File: config.mk
export PLATFORM = sky130hd
export DESIGN_NAME = weight_rle_decoder
export DESIGN_NICKNAME = d
export VERILOG_FILES = /design/src/rtl/weight_rle_decoder.sv
export SDC_FILE = /design/constraint.sdc
export NUM_CORES = 1
export LEC_CHECK = 0
export ABC_AREA = 1
export BUFFER_PORTS_ARGS = -buffer_cell sky130_fd_sc_hd__buf_2
export CAP_MARGIN = 20
export CORE_MARGIN = 3
export CORE_UTILIZATION = 45
export CTS_CLUSTER_DIAMETER = 30
export DETAILED_ROUTE_END_ITERATION = 12
export PLACE_DENSITY = 0.8
export SYNTH_ARGS = -nofsm -noshare
export SYNTH_HDL_FRONTEND = slang
export SYNTH_SLANG_ARGS = --single-unit
File: constraint.sdc
create_clock -name i_clk -period 2.5 [get_ports i_clk]
set_clock_uncertainty 0.15 [all_clocks]
set_input_delay 0.25 -clock i_clk [delete_from_list [all_inputs] [get_ports i_clk]]
set_output_delay 0.25 -clock i_clk [all_outputs]
set_load 0.05 [all_outputs]
File: src/rtl/weight_rle_decoder.sv
// Run-length decoder for compressed 3x3 filter-group weights: expands (run, value) entries
// into per-entry kernel coordinates (k, r, c) and value arrays for a downstream address stage.
module weight_rle_decoder #(
    parameter int MAX_NNZ = 16,
    parameter int NUM_K   = 8,
    parameter int VAL_W   = 8,
    parameter int RUN_W   = 4
) (
    input  logic                       i_clk,
    input  logic                       i_rst_n,
    input  logic                       i_start,
    input  logic                       i_valid,
    input  logic [RUN_W-1:0]           i_run,
    input  logic [VAL_W-1:0]           i_val,
    input  logic                       i_last,
    output logic                       o_ready,
    output logic [1:0]                 o_r   [0:MAX_NNZ-1],
    output logic [1:0]                 o_c   [0:MAX_NNZ-1],
    output logic [$clog2(NUM_K)-1:0]   o_k   [0:MAX_NNZ-1],
    output logic [VAL_W-1:0]           o_val [0:MAX_NNZ-1],
    output logic [$clog2(MAX_NNZ):0]   o_length,
    output logic                       o_busy,
    output logic                       o_done,
    output logic                       o_err
);

    localparam int KW = $clog2(NUM_K);
    localparam int IW = $clog2(MAX_NNZ);
    localparam int LW = IW + 1;

    typedef enum logic [1:0] {IDLE, DECODE, SKIP, DONE} state_t;

    state_t            state;
    logic [1:0]        pos_r, pos_c;
    logic [KW-1:0]     pos_k;
    logic              oor;
    logic [RUN_W-1:0]  skip;
    logic [VAL_W-1:0]  lat_val;
    logic              lat_last;

    logic              accept, adv, rec_en, rec_last, drop;
    logic [VAL_W-1:0]  rec_val;
    logic [1:0]        nxt_r, nxt_c;
    logic [KW-1:0]     nxt_k;
    logic              nxt_oor;

    // Recording happens either on a run-0 acceptance or on the last skip cycle of a run.
    always_comb begin
        accept   = (state == DECODE) && i_valid;
        adv      = accept || (state == SKIP);
        rec_en   = (accept && (i_run == '0)) || ((state == SKIP) && (skip == RUN_W'(1)));
        rec_val  = (state == SKIP) ? lat_val  : i_val;
        rec_last = (state == SKIP) ? lat_last : i_last;
        drop     = oor || (o_length == LW'(MAX_NNZ));

        nxt_c   = pos_c;
        nxt_r   = pos_r;
        nxt_k   = pos_k;
        nxt_oor = oor;
        if (!oor) begin
            if (pos_c != 2'd2) begin
                nxt_c = pos_c + 2'd1;
            end else begin
                nxt_c = 2'd0;
                if (pos_r != 2'd2) begin
                    nxt_r = pos_r + 2'd1;
                end else begin
                    nxt_r = 2'd0;
                    if (pos_k == KW'(NUM_K - 1)) nxt_oor = 1'b1;
                    else                         nxt_k   = pos_k + KW'(1);
                end
            end
        end
    end

    // Latched entry payload while its zero run is being skipped.
    always_ff @(posedge i_clk) begin
        if (accept) begin
            lat_val  <= i_val;
            lat_last <= i_last;
        end
    end

    always_ff @(posedge i_clk or negedge i_rst_n) begin
        if (!i_rst_n) begin
            state    <= IDLE;
            o_ready  <= 1'b0;
            o_busy   <= 1'b0;
            o_done   <= 1'b0;
            o_err    <= 1'b0;
            o_length <= '0;
            pos_r    <= '0;
            pos_c    <= '0;
            pos_k    <= '0;
            oor      <= 1'b0;
            skip     <= '0;
            for (int i = 0; i < MAX_NNZ; i++) begin
                o_r[i]   <= '0;
                o_c[i]   <= '0;
                o_k[i]   <= '0;
                o_val[i] <= '0;
            end
        end else begin
            o_done <= 1'b0;

            if (adv) begin
                pos_c <= nxt_c;
                pos_r <= nxt_r;
                pos_k <= nxt_k;
                oor   <= nxt_oor;
            end

            if (rec_en) begin
                if (drop) begin
                    o_err <= 1'b1;
                end else begin
                    o_r[o_length[IW-1:0]]   <= pos_r;
                    o_c[o_length[IW-1:0]]   <= pos_c;
                    o_k[o_length[IW-1:0]]   <= pos_k;
                    o_val[o_length[IW-1:0]] <= rec_val;
                    o_length                <= o_length + LW'(1);
                end
                if (rec_last) begin
                    state   <= DONE;
                    o_ready <= 1'b0;
                    o_busy  <= 1'b0;
                    o_done  <= 1'b1;
                end else begin
                    state   <= DECODE;
                    o_ready <= 1'b1;
                end
            end

            case (state)
                IDLE: begin
                    if (i_start) begin
                        state    <= DECODE;
                        o_ready  <= 1'b1;
                        o_busy   <= 1'b1;
                        o_err    <= 1'b0;
                        o_length <= '0;
                        pos_r    <= '0;
                        pos_c    <= '0;
                        pos_k    <= '0;
                        oor      <= 1'b0;
                    end
                end
                DECODE: begin
                    if (i_valid && (i_run != '0)) begin
                        state   <= SKIP;
                        o_ready <= 1'b0;
                        skip    <= i_run;
                    end
                end
                SKIP: begin
                    skip <= skip - RUN_W'(1);
                end
                DONE: begin
                    state <= IDLE;
                end
                default: state <= IDLE;
            endcase
        end
    end

endmodule

Word level (Yosys, flattened, before mapping)
Index checks and enable logic that the tools add are counted.
{"block": "classes", "mux": 63, "n_addsub": 5, "order_cmp": 2, "bitwise_logic": 2, "shifts": 0, "n_reduce_logical": 14, "n_eq_ne": 9, "n_mul": 0, "div_mod_pow": 0}
{"op": "128-bit bitwise mux", "n": 1}
{"op": "32-bit bitwise mux", "n": 2}
{"op": "48-bit bitwise mux", "n": 1}
{"op": "8-bit demux with 4-bit select", "n": 1}
{"op": "2-bit 2-to-1 mux", "n": 16}
{"op": "3-bit 2-to-1 mux", "n": 8}
{"op": "1-bit 2-to-1 mux", "n": 22}
{"op": "5-bit 2-to-1 mux", "n": 4}
{"op": "8-bit 2-to-1 mux", "n": 2}
{"op": "3-bit demux with 4-bit select", "n": 1}
{"op": "2-bit demux with 4-bit select", "n": 1}
{"op": "4-bit case mux with 2 select lines", "n": 1}
{"op": "2-bit case mux with 3 select lines", "n": 1}
{"op": "5-bit by 1-bit adder with 5-bit output (second input constant)", "n": 1}
{"op": "5-bit equality test (second input constant)", "n": 1}
{"op": "5-bit >= comparator (second input constant)", "n": 1}
{"op": "1-bit logical AND", "n": 5}
{"op": "5-bit by 1-bit less-than comparator with 1-bit output (second input constant)", "n": 1}
{"op": "4-bit inverter with 5-bit output", "n": 1}
{"op": "2-bit by 1-bit adder with 2-bit output (second input constant)", "n": 2}
{"op": "2-bit equality test (second input constant)", "n": 2}
{"op": "4-bit by 1-bit equality test with 1-bit output (second input constant)", "n": 1}
{"op": "4-bit zero test", "n": 1}
{"op": "4-bit 2-to-1 mux", "n": 1}
{"op": "other kinds (13)", "n": 17}
{"block": "word_totals", "mem_count": 0, "latch_bits": 0, "register_bits": 272, "romBits": 0, "inputBits": 17, "ram_bits": 0, "wordCells": 172}

Logic depth before layout (Yosys ltp)
Gate-level depths: netlist of run 1.
{"block": "depth", "word_depth": 8, "mapped_depth": 12, "depth_no_buf": 11}

Least setup slack after synthesis of run 1
No wires, ideal clock.
{"block": "synth_timing", "path_type": "register -> register", "start": "register o_length[0]", "end": "register o_val[100] (netlist name)", "setup_ns": 0.138, "t_arrival_ns": 2.049, "period_less_slack_ns": 2.337, "slack_ns": 0.163, "stages_incl_launch_ff": 13, "path_cell_list": "dfrtp_1 > inv_1 > ha_1 > nand2_1 > inv_1 > nand2_1 > nand2_1 > inv_1 > buf_2 > nand3_1 > clkbuf_1 > nand2_1 > o21ai_0"}
{"block": "synth_via", "elab_chain_cells": 6}
{"element": "start: declaration", "line": "21", "text": "output logic [$clog2(MAX_NNZ):0] o_length,"}
{"element": "start signal: assignment", "line": "121", "text": "o_length <= o_length + LW'(1);"}
{"element": "4-bit inverter with 5-bit output (implied by the code)", "line": "120", "text": "o_val[o_length[IW-1:0]] <= rec_val;"}
{"element": "5-bit >= comparator (implied by the code) / 5-bit by 1-bit less-than comparator with 1-bit output (equally long branches)", "line": "120"}
{"element": "1-bit logical AND (implied by the code)", "line": "120"}
{"element": "8-bit 2-to-1 mux (implied by the code)", "line": "120"}
{"element": "8-bit demux with 4-bit select", "line": "120"}
{"element": "128-bit bitwise mux", "line": "120"}
{"element": "end signal: indexed assignment", "line": "120"}
{"element": "end: declaration", "line": "20", "text": "output logic [VAL_W-1:0] o_val [0:MAX_NNZ-1],"}
Parallel ways exist; a longest one is shown, timed or not.
A chain may end at the register's enable or synchronous reset.

Worst setup path in the final report of run 1
{"block": "layout_timing", "start": "register state[1]", "end": "register o_val[86] (netlist name)"}
{"block": "layout_via", "elab_chain_cells": 5}
{"element": "start: declaration", "line": "33", "text": "state_t state;"}
{"element": "start signal: assignment", "line": "86", "text": "state <= IDLE;"}
{"element": "start signal: assignment", "line": "124", "text": "state <= DONE;"}
{"element": "start signal: assignment", "line": "129", "text": "state <= DECODE;"}
{"element": "2-bit by 1-bit equality test with 1-bit output", "line": "49", "text": "accept = (state == DECODE) && i_valid;"}
{"element": "1-bit logical AND", "line": "49"}
{"element": "1-bit logical AND", "line": "51", "text": "rec_en = (accept && (i_run == '0)) || ((state == SKIP) && (skip == RUN_W'(1)));"}
{"element": "1-bit logical OR", "line": "51"}
{"element": "2-bit AND reduction (no source line)"}
Parallel ways exist; a longest one is shown, timed or not.

==> results.yml, run 1 <==
drt:
  ant_nets: 0
  vias: 8541
  via_per_inst: 5.221
  drt_iter0_drc: 556
  remaining_drc_errors: 0
  first_pass_iters: 5
  post_drt_wl_per_cell_um: 18.50
  drt_wl_total_um: 30270
die:
  io_pins: 266
  die_h_um: 156.8
  start_util: 0.4629
  num_rows: 54
  die-width_um: 156.8
  core_mm2: 0.02209
  die_area_mm2: 0.02457
global_route:
  antenna_found_initial: 1
  grt-ovfl-total: 0
  grt_pass1_vias: 8417
  track_usage: 0.2449
  grt_first_pass_wirelength_um: 47110
  grt_max_degree: 79
synth:
  synth.largest_area_cell: "dfrtp_1"
  syn_inst: 1022
  synth.avg_cell_area_um2: 10.01
  synthArstFlopShare: 0.9669
  synth_area_leaders: "dfrtp_1 (64%), o21ai_0 (12%), nand2_1 (11%), edfxtp_1 (2.6%), clkbuf_1 (2.0%)"
  yosysUniqueCellTypes: 25
  synth.top_cell.area_share: 0.6435
  synth_most_common_cell: "nand2_1"
  synthesis.area_mm2: 0.01023
  yosysSeqAreaShare: 0.6699
  synth_commonest_cells: "nand2_1 (289), dfrtp_1 (263), o21ai_0 (246)"
  ys.flop_type: "dfrtp_1"
  syn_nets: 1046
  synth_edf_count: 9
  ys_warn_count: 0
  ys_ff_latch: 272
setup_path:
  cp_max_fo: 30
  end_kind: "flop"
  critPathKind: "reg -> reg"
  cp.arrival_ps: 2430
  startpoint_type: "flop"
  cp.required_ps: 2730
finish:
  num-nets-final: 1344
  drive_above_1_share: 0.2965
  syn_to_final_growth_pct: 35.06
  layout.cells.non_filler: 1636
  diodes: 0
  fillers: 1744
place:
  post-dp-hpwl_um: 19300
  dp.cells: 1533
  dp_slack_ps: -67.35
  gp_congestion: 0.8668
  port_buffers: 265
cts:
  cts.sinks: 272
  cts_buffers: 50
  cts_htree_levels: 2
  clk_pin_slew_worst_paths_ps: 50
  root_buffer: "clkbuf_16"
  clk_latency_ps: 530
  clockBufferDepth: 3
  cts_tree: "done"
  post-cts-setup-buffers: 0
sta:
  drv_slew: 0
  fin_crit_ps: 2207
  final.setup.worst_slack_ps: 292.6
  tns_ps: 0
  tightest_slew_ps: 829.8
  post-route-period-util: 0.8830
  hold_viol_final: 0
  whs_ps: 101.2
  timing.fmax_ghz: 0.4530
  slew_headroom: 0.4462
  setup_viol: 0
  grt_setup_unrepaired: "no"
worst_hold_path:
  min_path_type: "in -> async"
run:
  maxCapViolations: 0
status:
  status: "completed"
power_and_ir_drop:
  p_leak_nw: 7.252
  power_density_mw_per_mm2: 1024
  ir_worst_vdd_v: 0.0005917
power by group:
part | leakage, nW | switching (W) | internal, W | total, W
Sequential | 3.73 | 0.000236 | 0.00476 | 0.00499
Clock | 0.826 | 0.00221 | 0.00443 | 0.00664
Combinational | 2.70 | 0.00197 | 0.000545 | 0.00252
per-layer routing:
layer / global-route usage / part of all wire
met5: 0 / 0
met4: 0.09212 / 0.033
met3: 0.07605 / 0.099
met2: 0.3749 / 0.44
met1: 0.3306 / 0.42
registers in the layout, summed over array words and instances (netlist names):
register,flops
lat_last,1
lat_val,8
o_busy,1
o_c,32
o_done,1
o_err,1
o_k,48
o_length,5
o_r,32
o_ready,1
o_val,128
oor,1
pos_c,2
pos_k,3
pos_r,2
skip,4
state,2
path summary, 6_finish.rpt:
check                                        start  slack (ps)               endpoint  depth (start not counted)
worst max-delay path            state[1]$_DFF_PN0_         290  o_val[86]$_DFFE_PN0P_                          7
worst min-delay path                       i_rst_n         100    o_c[24]$_DFFE_PN0P_                          2
worst max register to register  state[1]$_DFF_PN0_         290  o_val[86]$_DFFE_PN0P_                          7
worst min register to register    o_busy$_DFF_PN0_         320       o_busy$_DFF_PN0_                          2
max in group asynchronous                  i_rst_n        1330     o_r[9]$_DFFE_PN0P_                          3
min in group i_clk                         i_start         160       o_busy$_DFF_PN0_                          3
final cells by class:
class                      instances  area [um^2]  share of cell area
clock buffer                      63         1423              0.1030
clock inverter                    25        277.8             0.02011
inverter                          37        138.9             0.01005
timing repair buffer             316         1782              0.1290
multi-input combinational        643         2990              0.2165
sequential                       272         6852              0.4960
tap                              280        350.3             0.02536
worst max-delay path, stage by stage, from the launching register on:
cell and delay [ps]:
dfrtp_1 440, inv_2 110, nand3_1 170, o21ai_4 520
nand3_1 180, buf_4 270, nand2_1 110, o21ai_0 100
placed cells by master (no fill, tap or decap), drive strengths merged:
cell,count
a21oi,11
buf,301
bufinv,4
clkbuf,63
clkinv,14
clkinvlp,6
dfrtp,263
dlygate4sd3,15
edfxtp,9
ha,7
inv,38
mux2i,8
nand2,290
nand3,28
nand4,4
nor2,37
nor3,3
o211ai,1
o21ai,252
xnor2,2
stage by stage:
step	utilization	total power (W)	area, um^2
floorplan	-	0.006540	10230
finish	0.6252	0.01415	13810
CTS	0.6249	0.01424	13810
detailed placement	0.5408	0.007522	11950
global placement	0.5408	0.007449	11950
global route	0.6252	0.01467	13810
cells by family after synthesis:
logic type,share of synthesized area
compound gates,0.1298
xor+xnor,0.001713
fa+ha+maj,0.008563
buf+inv,0.04208
flops,0.6699
mux,0.007830
simple gates,0.1401
timing repair:
action,in CTS,in global routing
hold buffers,15,0
resized for setup,1,1
hold endpoints to repair,266,0
endpoints found under the setup margin,15,5
cloned,0,0
Power figures use the tool's default switching activity.
==> run 2: changes to the inputs <==
--- a/config.mk
+++ b/config.mk
@@ -7,12 +7,12 @@
 export LEC_CHECK = 0
 export ABC_AREA = 1
 export BUFFER_PORTS_ARGS = -buffer_cell sky130_fd_sc_hd__buf_2
-export CAP_MARGIN = 20
+export CAP_MARGIN = 0
 export CORE_MARGIN = 3
-export CORE_UTILIZATION = 45
+export CORE_UTILIZATION = 40
 export CTS_CLUSTER_DIAMETER = 30
 export DETAILED_ROUTE_END_ITERATION = 12
-export PLACE_DENSITY = 0.8
+export PLACE_DENSITY = 0.73
 export SYNTH_ARGS = -nofsm -noshare
 export SYNTH_HDL_FRONTEND = slang
 export SYNTH_SLANG_ARGS = --single-unit
==> run 2 against run 1 <==
Utilization fell by 5.5 points. Register-to-register slack worse by 80 ps. Die area rose by 12%. Critical path depth unchanged. First-iteration DRC count increased by 7.7%.
==> results.yml, run 2 (same netlist as run 1, synthesis figures left out) <==
status:
  status: "completed"
setup_path:
  cp_max_fo: 30
  crit_start: "state[1]$_DFF_PN0_"
  critPathKind: "reg -> reg"
  end_kind: "flop"
  cp.required_ps: 2750
  r2r_cells: 7
  cp.arrival_ps: 2540
  r2r_setup_slack_ps: 210
  r2r-start: "state[1]$_DFF_PN0_"
  startpoint_type: "flop"
  r2r-end: "o_val[82]$_DFFE_PN0P_"
  endpoint: "o_val[82]$_DFFE_PN0P_"
die:
  start_util: 0.4133
  num_rows: 57
  io_pins: 266
  die-width_um: 165.9
  die_area_mm2: 0.02752
  core_mm2: 0.02475
  die_h_um: 165.9
finish:
  final_cell_mix: "nand2_1 (289), buf_2 (264), dfrtp_1 (263)"
  design_area_mm2: 0.01411
  num-nets-final: 1362
  reg_top3: "o_val x128, o_k x48"
  drive_above_1_share: 0.3106
  multi_input_area_mm2: 0.002998
  diodes: 0
  mostFrequentLayoutCell: "nand2_1"
  layout.cells.non_filler: 1705
  register_area_mm2: 0.006852
  largest_reg_flops: 128
  fillers: 2107
  top_register: "o_val"
  syn_to_final_growth_pct: 37.92
drt:
  vias: 8583
  first_pass_iters: 5
  post_drt_wl_per_cell_um: 18.90
  ant_nets: 0
  via_per_inst: 5.034
  remaining_drc_errors: 0
  drt_iter0_drc: 599
  drt_wl_total_um: 32230
sta:
  grt_setup_unrepaired: "no"
  drv_slew: 0
  tightest_slew_ps: 782.2
  setup_viol: 0
  timing.fmax_ghz: 0.4371
  whs_ps: 96.99
  slew_headroom: 0.4780
  hold_viol_final: 0
  post-route-period-util: 0.9151
  fin_crit_ps: 2288
place:
  port_buffers: 265
  dpl_cell_area_mm2: 0.01211
  dp.cells: 1589
  gp_congestion: 0.8399
  post-dp-hpwl_um: 20670
global_route:
  grt_pass1_vias: 8630
  grt_first_pass_wirelength_um: 50400
  grt_max_degree: 71
  antenna_found_initial: 1
  track_usage: 0.2309
  grt-ovfl-total: 0
cts:
  cts_htree_levels: 2
  clockBufferDepth: 3
  cts.sinks: 272
  clk_latency_ps: 540
  cts_tree: "done"
  cts_buffers: 53
  root_buffer: "clkbuf_16"
  clk_pin_slew_worst_paths_ps: 50
power_and_ir_drop:
  ir_worst_vdd_v: 0.0006731
  p_leak_nw: 7.360
  power_density_mw_per_mm2: 1026
run:
  maxCapViolations: 0
worst_hold_path:
  min_path_type: "in -> reg"
  min_from: "i_start"
[run 2: layer usage]
layer	share of wire	global-route usage	vias up
met5	0	0	-
met4	0.025	0.06655	0
met3	0.095	0.07284	70
met2	0.46	0.3733	390
met1	0.42	0.3021	4134
li1	-	-	3989
[run 2: critical path, cell delays in order (launching register included)]
cell and delay [ps]:
dfrtp_1 440, inv_2 100, nand3_1 160, o21ai_4 610
nand3_1 200, buf_4 280, nand2_1 100, o21ai_0 100
[run 2: how the worst min path moves through the flow]
| stage | to | slack, ps | cells past startpoint |
|---|---|---|---|
| 2_1_floorplan | o_busy$_DFF_PN0_ | -200 | 0 |
| 3_3_place_gp | o_c[2]$_DFFE_PN0P_ | 120 | 1 |
| 3_5_place_dp | o_c[0]$_DFFE_PN0P_ | 120 | 1 |
| 4_1_cts | o_busy$_DFF_PN0_ | 90 | 3 |
| 5_1_grt | o_k[14]$_DFFE_PN0P_ | 180 | 2 |
| 6_report | o_busy$_DFF_PN0_ | 100 | 3 |
[run 2: repair_timing]
| item | CTS | global route |
|---|---|---|
| setup buffers | 0 | 3 |
| endpoints found under the hold margin | 77 | 0 |
| endpoints found under the setup margin | 30 | 100 |
| resized for setup | 2 | 3 |
| hold buffers | 15 | 0 |
[run 2: through the flow]
stage	util	setup TNS, ps	setup WS [ps]	power (W)
after global placement	0.4892	-1106	-67.84	0.007557
final	0.5700	0	212.3	0.01447
after global routing	0.5700	0	19.47	0.01505
after floorplan	-	0	162.7	0.006540
after detailed placement	0.4892	-4918	-210.1	0.007611
after CTS	0.5685	0	50.18	0.01457
[run 2: power breakdown]
part	switching, W	total, W	internal (W)	leakage [nW]
Combinational	0.00202	0.00261	0.000594	2.78
Sequential	0.000210	0.00496	0.00475	3.73
Clock	0.00238	0.00689	0.00451	0.857
[run 2: layout make-up]
class | instances | area share
Sequential cell | 272 | 0.4857
Multi-Input combinational cell | 643 | 0.2125
Timing Repair Buffer | 331 | 0.1354
Clock buffer | 66 | 0.1069
Tap cell | 324 | 0.02874
Clock inverter | 32 | 0.02058
Inverter | 37 | 0.01011
==> run 3: changes to the inputs <==
--- a/config.mk
+++ b/config.mk
@@ -8,11 +8,13 @@
 export ABC_AREA = 1
 export BUFFER_PORTS_ARGS = -buffer_cell sky130_fd_sc_hd__buf_2
 export CAP_MARGIN = 0
+export CELL_PAD_IN_SITES_DETAIL_PLACEMENT = 2
+export CELL_PAD_IN_SITES_GLOBAL_PLACEMENT = 2
 export CORE_MARGIN = 3
-export CORE_UTILIZATION = 40
+export CORE_UTILIZATION = 32
 export CTS_CLUSTER_DIAMETER = 30
 export DETAILED_ROUTE_END_ITERATION = 12
-export PLACE_DENSITY = 0.73
+export PLACE_DENSITY = 0.89
 export SYNTH_ARGS = -nofsm -noshare
 export SYNTH_HDL_FRONTEND = slang
 export SYNTH_SLANG_ARGS = --single-unit
==> run 3 against run 2 <==
Register-to-register slack got worse by 70 ps. Global-route usage up 3.7 points. Combinational power up 10%. Cell count grew 5.6%. Critical endpoint is now o_r[21]$_DFFE_PN0P_.
==> results.yml, run 3 (same netlist as run 1, synthesis figures left out) <==
setup_path:
  cp.arrival_ps: 2590
  end_kind: "flop"
  r2r-end: "o_r[21]$_DFFE_PN0P_"
  critPathKind: "reg -> reg"
  r2r-start: "state[1]$_DFF_PN0_"
  cp_max_fo: 30
  r2r_setup_slack_ps: 150
  cp.required_ps: 2740
  r2r_cells: 7
  startpoint_type: "flop"
sta:
  grt_setup_unrepaired: "no"
  tightest_slew_ps: 1017
  slew_headroom: 0.3209
  drv_slew: 0
  timing.fmax_ghz: 0.4250
  setup_viol: 0
  fin_crit_ps: 2353
  post-route-period-util: 0.9413
  hold_viol_final: 0
  whs_ps: 127.5
die:
  start_util: 0.3292
  die_area_mm2: 0.03414
  num_rows: 64
  die-width_um: 184.8
  die_h_um: 184.8
  core_mm2: 0.03107
  io_pins: 266
finish:
  drive_above_1_share: 0.3170
  syn_to_final_growth_pct: 44.98
  final_core_util: 0.4772
  final_cell_mix: "nand2_1 (288), buf_2 (264), dfrtp_1 (263)"
  num-nets-final: 1375
  multi_input_area_mm2: 0.003034
  register_area_mm2: 0.006852
  fillers: 3217
  reg_top3: "o_val x128, o_k x48"
  mostFrequentLayoutCell: "nand2_1"
  largest_reg_flops: 128
  top_register: "o_val"
cts:
  cts_htree_levels: 3
  cts_tree: "done"
  cts_buffers: 66
  root_buffer: "clkbuf_16"
  cts.sinks: 272
  clockBufferDepth: 3
  clk_latency_ps: 550
  clk_pin_slew_worst_paths_ps: 40
drt:
  drt_iter0_drc: 509
  ant_nets: 0
  post_drt_wl_per_cell_um: 25.52
  via_per_inst: 5.176
  vias: 9322
  drt_wl_total_um: 45960
  remaining_drc_errors: 0
  first_pass_iters: 4
global_route:
  grt_pass1_vias: 10859
  grt-ovfl-total: 0
  grt_first_pass_wirelength_um: 69140
  grt_max_degree: 78
  antenna_found_initial: 1
  track_usage: 0.2675
power_and_ir_drop:
  p_leak_nw: 7.687
  ir_worst_vdd_v: 0.0006081
  power_density_mw_per_mm2: 1146
place:
  port_buffers: 265
  post-dp-hpwl_um: 26960
  gp_congestion: 0.7955
status:
  status: "completed"
worst_hold_path:
  min_path_type: "in -> async"
run:
  maxCapViolations: 0
[run 3: cell types whose count changed in the layout (fill, tap and decap cells not counted), sizes merged]
cell         before  now
buf             316  314
bufinv            2    9
clkbuf           66   92
clkinv           15   14
clkinvlp         12    3
diode             0    1
dlygate4sd3      15   16
o21ai           252  253
[run 3: worst max-delay path: stages (launching register included)]
cell and delay, ps:
dfrtp_1 460, inv_2 110, nand3_1 220, o21ai_2 650
nand3_1 140, buf_4 280, nand2_1 100, o21ai_0 90
[run 3: how the worst max path moves through the flow]
stage / end / slack, ps / cells after the start / start
2_1_floorplan: o_val[100]$_DFFE_PN0P_ / 160 / 12 / o_length[0]$_DFF_PN0_
3_3_place_gp: o_k[18]$_DFFE_PN0P_ / 90 / 7 / state[1]$_DFF_PN0_
3_5_place_dp: o_k[33]$_DFFE_PN0P_ / -180 / 6 / state[1]$_DFF_PN0_
4_1_cts: o_c[13]$_DFFE_PN0P_ / 20 / 6 / state[1]$_DFF_PN0_
5_1_grt: o_c[13]$_DFFE_PN0P_ / 30 / 11 / o_length[0]$_DFF_PN0_
6_report: o_r[21]$_DFFE_PN0P_ / 150 / 7 / state[1]$_DFF_PN0_
[run 3: per-layer routing]
layer | vias up | part of all wire | track usage
met5 | - | 0 | 0
met4 | 0 | 0.030 | 0.09814
met3 | 101 | 0.081 | 0.08759
met2 | 358 | 0.50 | 0.4673
met1 | 4825 | 0.39 | 0.3070
li1 | 4038 | - | -
[run 3: repair_timing]
| item | in CTS | in global routing |
|---|---|---|
| setup endpoints to repair | 244 | 201 |
| hold endpoints to repair | 82 | 0 |
| buffers inserted | 1 | 0 |
| hold buffers | 16 | 0 |
| resized for setup | 2 | 16 |
| cloned | 0 | 1 |
[run 3: final cells by class]
cell class / count / share of cell area
Antenna cell: 1 / 0.0001688
Sequential cell: 272 / 0.4621
Clock buffer: 92 / 0.1295
Tap cell: 396 / 0.03341
Clock inverter: 29 / 0.02818
Multi-Input combinational cell: 644 / 0.2046
Inverter: 37 / 0.009619
Timing Repair Buffer: 330 / 0.1324
[run 3: stage by stage]
stage	TNS (ps)	cell area (um^2)	std cells	total power [W]	worst slack [ps]
2_1_floorplan	0	10230	1022	0.006540	162.7
6_report	0	14830	1801	0.01699	146.8
3_3_place_gp	0	12230	1661	0.007679	92.38
3_5_place_dp	-2340	12230	1661	0.007823	-178.5
4_1_cts	0	14760	1799	0.01704	22.75
5_1_grt	0	14830	1800	0.01760	26.94
[run 3: power breakdown]
part | internal, W | total (W) | switching [W]
Combinational | 0.000627 | 0.00288 | 0.00226
Sequential | 0.00476 | 0.00504 | 0.000284
Clock | 0.00628 | 0.00906 | 0.00278
